`config.mk`:
```
export PLATFORM = sky130hd
export DESIGN_NAME = seq_shift_unit_flat
export DESIGN_NICKNAME = d
export VERILOG_FILES = /design/src/rtl/seq_shift_unit_pkg.sv /design/src/rtl/seq_shift_unit_if.sv /design/src/rtl/seq_shift_unit_shift_step.sv /design/src/rtl/seq_shift_unit.sv /design/src/flat_wrapper.sv
export SDC_FILE = /design/constraint.sdc
export NUM_CORES = 1
export LEC_CHECK = 0
export ABC_AREA = 1
export BUFFER_PORTS_ARGS = -buffer_cell sky130_fd_sc_hd__buf_4
export CORE_ASPECT_RATIO = 1.1
export CORE_MARGIN = 3
export CORE_UTILIZATION = 50
export CTS_CLUSTER_DIAMETER = 100
export CTS_CLUSTER_SIZE = 28
export DETAILED_ROUTE_END_ITERATION = 6
export PLACE_DENSITY = 0.76
export SLEW_MARGIN = 30
export SYNTH_ARGS = -nofsm -noshare
export SYNTH_HDL_FRONTEND = slang
export SYNTH_HIERARCHICAL = 1
export SYNTH_SLANG_ARGS = --single-unit
export TNS_END_PERCENT = 1
```
`constraint.sdc`:
```
create_clock -name clk -period 3.08 [get_ports clk]
set_clock_uncertainty 0.15 [all_clocks]
set_input_delay 0.154 -clock clk [delete_from_list [all_inputs] [get_ports clk]]
set_output_delay 0.154 -clock clk [all_outputs]
set_load 0.02 [all_outputs]
```
`src/rtl/seq_shift_unit_pkg.sv`:
```
// Shared constants and types for the sequential shift/rotate unit.
package seq_shift_unit_pkg;

    localparam int unsigned WIDTH = 8;
    localparam int unsigned AMT_W = 3;

    localparam logic [1:0] MODE_LOGIC = 2'b00;
    localparam logic [1:0] MODE_ARITH = 2'b01;
    localparam logic [1:0] MODE_ROT   = 2'b10;

    localparam logic DIR_LEFT  = 1'b0;
    localparam logic DIR_RIGHT = 1'b1;

    typedef enum logic [1:0] {
        StIdle  = 2'd0,
        StShift = 2'd1,
        StDone  = 2'd2
    } state_e;

endpackage

```
`src/rtl/seq_shift_unit_if.sv`:
```
// Start/busy/done handshake plus operand and result lines of the shift unit.
interface seq_shift_unit_if;
    import seq_shift_unit_pkg::*;

    logic             start;
    logic [WIDTH-1:0] d;
    logic [AMT_W-1:0] amount;
    logic             control;
    logic [1:0]       mode;
    logic [WIDTH-1:0] q;
    logic             carry;
    logic             busy;
    logic             done;

    modport master (
        output start, d, amount, control, mode,
        input  q, carry, busy, done
    );

    modport slave (
        input  start, d, amount, control, mode,
        output q, carry, busy, done
    );

endinterface

```
`src/rtl/seq_shift_unit_shift_step.sv`:
```
// One single-bit shift/rotate step; out_bit is the bit leaving (or wrapping) the word.
module shift_step
    import seq_shift_unit_pkg::*;
(
    input  logic [WIDTH-1:0] q,
    input  logic             control,
    input  logic [1:0]       mode,
    output logic [WIDTH-1:0] q_next,
    output logic             out_bit
);

    always_comb begin
        q_next  = q;
        out_bit = 1'b0;
        if (control == DIR_LEFT) begin
            out_bit = q[WIDTH-1];
            // Arithmetic left is the same as logical left.
            if (mode == MODE_ROT) q_next = {q[WIDTH-2:0], q[WIDTH-1]};
            else                  q_next = {q[WIDTH-2:0], 1'b0};
        end else begin
            out_bit = q[0];
            case (mode)
                MODE_ROT:   q_next = {q[0], q[WIDTH-1:1]};
                MODE_ARITH: q_next = {q[WIDTH-1], q[WIDTH-1:1]};
                default:    q_next = {1'b0, q[WIDTH-1:1]};
            endcase
        end
    end

endmodule

```
`src/rtl/seq_shift_unit.sv`:
```
// Multi-cycle 8-bit shift/rotate unit: one bit per clock, start/busy/done handshake.
module seq_shift_unit
    import seq_shift_unit_pkg::*;
#(
    parameter int unsigned n = WIDTH
) (
    input  logic             clk,
    input  logic             reset,
    seq_shift_unit_if.slave  bus
);

    state_e           state_q, state_d;
    logic [n-1:0]     result_q, result_d;
    logic             carry_q, carry_d;
    logic [AMT_W-1:0] count_q, count_d;
    logic             control_q, control_d;
    logic [1:0]       mode_q, mode_d;

    logic [n-1:0]     step_q;
    logic             step_bit;

    shift_step u_step (
        .q       (result_q),
        .control (control_q),
        .mode    (mode_q),
        .q_next  (step_q),
        .out_bit (step_bit)
    );

    always_ff @(posedge clk or posedge reset) begin
        if (reset) begin
            state_q   <= StIdle;
            result_q  <= '0;
            carry_q   <= 1'b0;
            count_q   <= '0;
            control_q <= DIR_LEFT;
            mode_q    <= MODE_LOGIC;
        end else begin
            state_q   <= state_d;
            result_q  <= result_d;
            carry_q   <= carry_d;
            count_q   <= count_d;
            control_q <= control_d;
            mode_q    <= mode_d;
        end
    end

    always_comb begin
        state_d   = state_q;
        result_d  = result_q;
        carry_d   = carry_q;
        count_d   = count_q;
        control_d = control_q;
        mode_d    = mode_q;
        unique case (state_q)
            StIdle: begin
                if (bus.start) begin
                    result_d  = bus.d;
                    carry_d   = 1'b0;
                    count_d   = bus.amount;
                    control_d = bus.control;
                    mode_d    = bus.mode;
                    state_d   = (bus.amount != '0) ? StShift : StDone;
                end
            end
            StShift: begin
                result_d = step_q;
                carry_d  = step_bit;
                count_d  = count_q - AMT_W'(1);
                if (count_q == AMT_W'(1)) state_d = StDone;
            end
            StDone:  state_d = StIdle;
            default: state_d = StIdle;
        endcase
    end

    // Outputs decode straight from flops; nothing combinational from the inputs.
    assign bus.q     = result_q;
    assign bus.carry = carry_q;
    assign bus.busy  = (state_q != StIdle);
    assign bus.done  = (state_q == StDone);

endmodule
```
`src/flat_wrapper.sv`:
```
// flat-port wrapper written by rule: the top's interface ports become plain ports
module seq_shift_unit_flat import seq_shift_unit_pkg::*;
#(
    parameter int unsigned n = WIDTH
)
  (clk, reset, bus_start, bus_d, bus_amount, bus_control, bus_mode, bus_q, bus_carry, bus_busy, bus_done);
  seq_shift_unit_if bus_i ();
  input  logic clk;
  input  logic reset;
  input wire logic [$bits(bus_i.start)-1:0] bus_start;
  input wire logic [$bits(bus_i.d)-1:0] bus_d;
  input wire logic [$bits(bus_i.amount)-1:0] bus_amount;
  input wire logic [$bits(bus_i.control)-1:0] bus_control;
  input wire logic [$bits(bus_i.mode)-1:0] bus_mode;
  output wire logic [$bits(bus_i.q)-1:0] bus_q;
  output wire logic [$bits(bus_i.carry)-1:0] bus_carry;
  output wire logic [$bits(bus_i.busy)-1:0] bus_busy;
  output wire logic [$bits(bus_i.done)-1:0] bus_done;
  assign bus_i.start = bus_start;
  assign bus_i.d = bus_d;
  assign bus_i.amount = bus_amount;
  assign bus_i.control = bus_control;
  assign bus_i.mode = bus_mode;
  assign bus_q = bus_i.q;
  assign bus_carry = bus_i.carry;
  assign bus_busy = bus_i.busy;
  assign bus_done = bus_i.done;
  seq_shift_unit #(.n(n)) u_core (.clk(clk), .reset(reset), .bus(bus_i));
endmodule
```
==> results.yml <==
die:
  effective_utilization_at_floorplan: 0.5421
  num_rows: 17
  fp.dieArea_um2: 2841
  die_w_um: 51.10
  pin_count: 28
  floorplan.die.height_um: 55.61
  core_um2: 2063
timing:
  period_needed_ps: 1745
  worst_slew_pin_slew_ps: 651.2
  post-route-period-util: 0.5665
  layout_setup_ws_ps: 1335
  clock.fmax_ghz: 0.5731
  whs_ps: -0.9778
  timing.final.hold_violations: 1
  unrepaired_setup_endpoints_after_global_routing: "no"
  slew_headroom: 0.5654
  timing.final.setup_violations: 0
  timing.final.max_slew_violations: 0
  setup_tns_ps: 0
pwr:
  power_density_nw_per_um2: 1030
  pwr-share-clk: 0.084
  comb_power_share: 0.587
  leakage_nw: 0.8033
  seq_power_share: 0.329
  switching_share: 0.5045
  vdd_ir_drop_max_v: 0.0005552
  switching_power_w: 0.0007189
  internal_power_w: 0.0007060
final_layout:
  layout.cells.most_common_list: "sky130_fd_sc_hd__nand2_1 (83), sky130_fd_sc_hd__buf_4 (27), sky130_fd_sc_hd__inv_1 (17), sky130_fd_sc_hd__dfrtp_1 (17), sky130_fd_sc_hd__nand3_1 (16)"
  synthToLayoutAreaGrowth_pct: 23.71
  final_design_area_no_fill_um2: 1384
  antenna_cells: 0
  layout_commonest_cell: "sky130_fd_sc_hd__nand2_1"
  final_layout_size_suffix_gt1_frac: 0.2010
  filler_cell_count: 177
  finish.net_count: 216
synthesis:
  syn-instance-count: 162
  syn_area_per_cell_um2: 6.905
  synth_seq_area_share: 0.3803
  synth.lib_cells_used.distinct: 18
  count_of_warnings_emitted_by_yosys: 6
  yosysTopAreaCell: "sky130_fd_sc_hd__dfrtp_1"
  syn_nets: 183
  synth_top_cell_area_share: 0.3803
  synth_area_um2: 1119
  ys_ff_latch: 17
  synth.top_cells.by_area: "sky130_fd_sc_hd__dfrtp_1 (38%), sky130_fd_sc_hd__nand2_1 (28%), sky130_fd_sc_hd__nand3_1 (7.2%), sky130_fd_sc_hd__inv_1 (5.7%), sky130_fd_sc_hd__ha_1 (4.5%)"
clock_network:
  clk_root_buffer_cell: "sky130_fd_sc_hd__clkbuf_4"
  cts_buffers: 3
  cts_htree_levels: 1
  max-clock-path-buffers: 2
  clk_latency_ps: 290
  cts_sinks: 17
  clk_pin_slew_ps: 100
  cts_resized: 0
  tritoncts: "done"
grt:
  gr-usage-all-layers: 0.1931
  global_route.overflow_total: 0
  first_global_vias: 1034
  pin_count_of_the_biggest_net_entering_global_routing: 18
  first_pass_grt_wire_length_um: 4174
  antenna_violations_before_repair: 0
run_status:
  status: "complete, but fails checks"
  violations_in_the_final_reports: "negative hold slack"
setup_path:
  timing.critical_path.slowest_stage_cell: "sky130_fd_sc_hd__dfrtp_1"
  required_ps: 2780
  slowest_delay_ps: 600
  endpoint_kind: "primary output"
  worst-setup-path-type: "reg -> out"
  path_cells: "nor2_2 -> inv_1 -> buf_4"
  timing.critical_path.arrival_ps: 1440
  r2r_slack_ps: 1440
  worst_setup_path_start_kind: "flop"
  critical_path_peak_fanout: 15
detailed_routing:
  wirelength_um: 2459
  antenna_violating_nets_post_route: 0
  drc: 0
  wl_per_cell_um: 11.08
  avgViaCountPerCell: 4.833
  vias: 1073
  first_pass_iters: 4
  drt-initial-drc-count: 27
flow_run:
  cap_viol_max_count: 0
placed_design:
  post_dp_cell_area_um2: 1297
  worst_case_setup_slack_after_placement_ps: 1490
  hpwl_um: 1816
  place.gp.congestion: 0.8704
  port_buffers: 27
hold_path:
  min-delay-path-class: "in -> reg"
## power groups by stage
stage	logic [W]	registers, W	clock network, W
final	0.000836	0.000469	0.000120
after global placement	0.000814	0.000466	0
after global routing	0.000951	0.000488	0.000136
after detailed placement	0.000830	0.000470	0
after CTS	0.000839	0.000467	0.000120
after floorplan	0.000639	0.000484	0
## flip-flops by register name (all words and copies together), names as in the netlist
name              cells
u_core/bus.q          8
u_core/count_q        3
u_core/mode_q         2
u_core/state_q        2
u_core/bus.carry      1
u_core/control_q      1
## cells by family after synthesis
family | Yosys count | synth area share
adders and majority gates | 4 | 0.04474
DFF | 17 | 0.3803
AOI/OAI and AO/OA | 8 | 0.05145
and+or+nand+nor | 109 | 0.4027
buffers and inverters | 24 | 0.1208
## worst paths after layout
| kind | start | endpoint | depth (start not counted) |
|---|---|---|---|
| worst max-delay path | u_core/state_q[0] | bus_busy | 3 |
| worst min-delay path | bus_d[3] | u_core/bus.q[3] | 5 |
| worst max register to register | u_core/state_q[0] | u_core/bus.q[2] | 4 |
| worst min register to register | u_core/bus.carry | u_core/bus.carry | 2 |
| max in group asynchronous | reset | u_core/bus.q[2] | 3 |
| min in group asynchronous | reset | u_core/state_q[1] | 3 |
## layout make-up
| type | instances | area (µm²) | share of cell area |
|---|---|---|---|
| multi-input cells | 121 | 558.0 | 0.4033 |
| clock buffers | 4 | 26.28 | 0.01899 |
| repair buffers | 33 | 262.8 | 0.1899 |
| flip-flops and latches | 17 | 425.4 | 0.3074 |
| well taps | 28 | 35.03 | 0.02532 |
| inverters | 19 | 76.32 | 0.05515 |
## per-layer routing
layer  GRT usage  vias up  wire [µm]
met3     0.02681        6        142
met2      0.3333       40       1193
li1            -      558          -
met4      0.1000        0         55
met1      0.2266      469       1068
met5           0        -          0
## through the flow
stage | instances | power (W) | utilization
floorplan | 162 | 0.001123 | -
global route | 222 | 0.001575 | 0.6707
CTS | 222 | 0.001427 | 0.6707
detailed placement | 212 | 0.001300 | 0.6289
finish | 222 | 0.001425 | 0.6707
global placement | 212 | 0.001280 | 0.6289
## what timing repair did
action,4_1_cts,5_1_grt
setup buffers,0,0
hold endpoints to repair,22,0
hold buffers,6,0
## cell usage after synthesis
master,count
sky130_fd_sc_hd__nand2_1,83
sky130_fd_sc_hd__dfrtp_1,17
sky130_fd_sc_hd__inv_1,17
sky130_fd_sc_hd__nand3_1,16
sky130_fd_sc_hd__buf_6,4
sky130_fd_sc_hd__ha_1,4
sky130_fd_sc_hd__nor2_1,4
sky130_fd_sc_hd__nand2_2,3
sky130_fd_sc_hd__o21ai_0,3
sky130_fd_sc_hd__o21ai_1,3
sky130_fd_sc_hd__clkbuf_8,1
sky130_fd_sc_hd__inv_2,1
sky130_fd_sc_hd__inv_6,1
sky130_fd_sc_hd__nand3b_1,1
sky130_fd_sc_hd__nor2_2,1
sky130_fd_sc_hd__nor2_4,1
sky130_fd_sc_hd__o21ai_4,1
sky130_fd_sc_hd__o21bai_2,1
## critical path, delay by kind of cell (launching register included)
| family | cells | cell delay, ps |
|---|---|---|
| DFF | 1 | 600 |
| buffers and inverters | 2 | 240 |
| and+or+nand+nor | 1 | 320 |
Power figures use the tool's default switching activity.
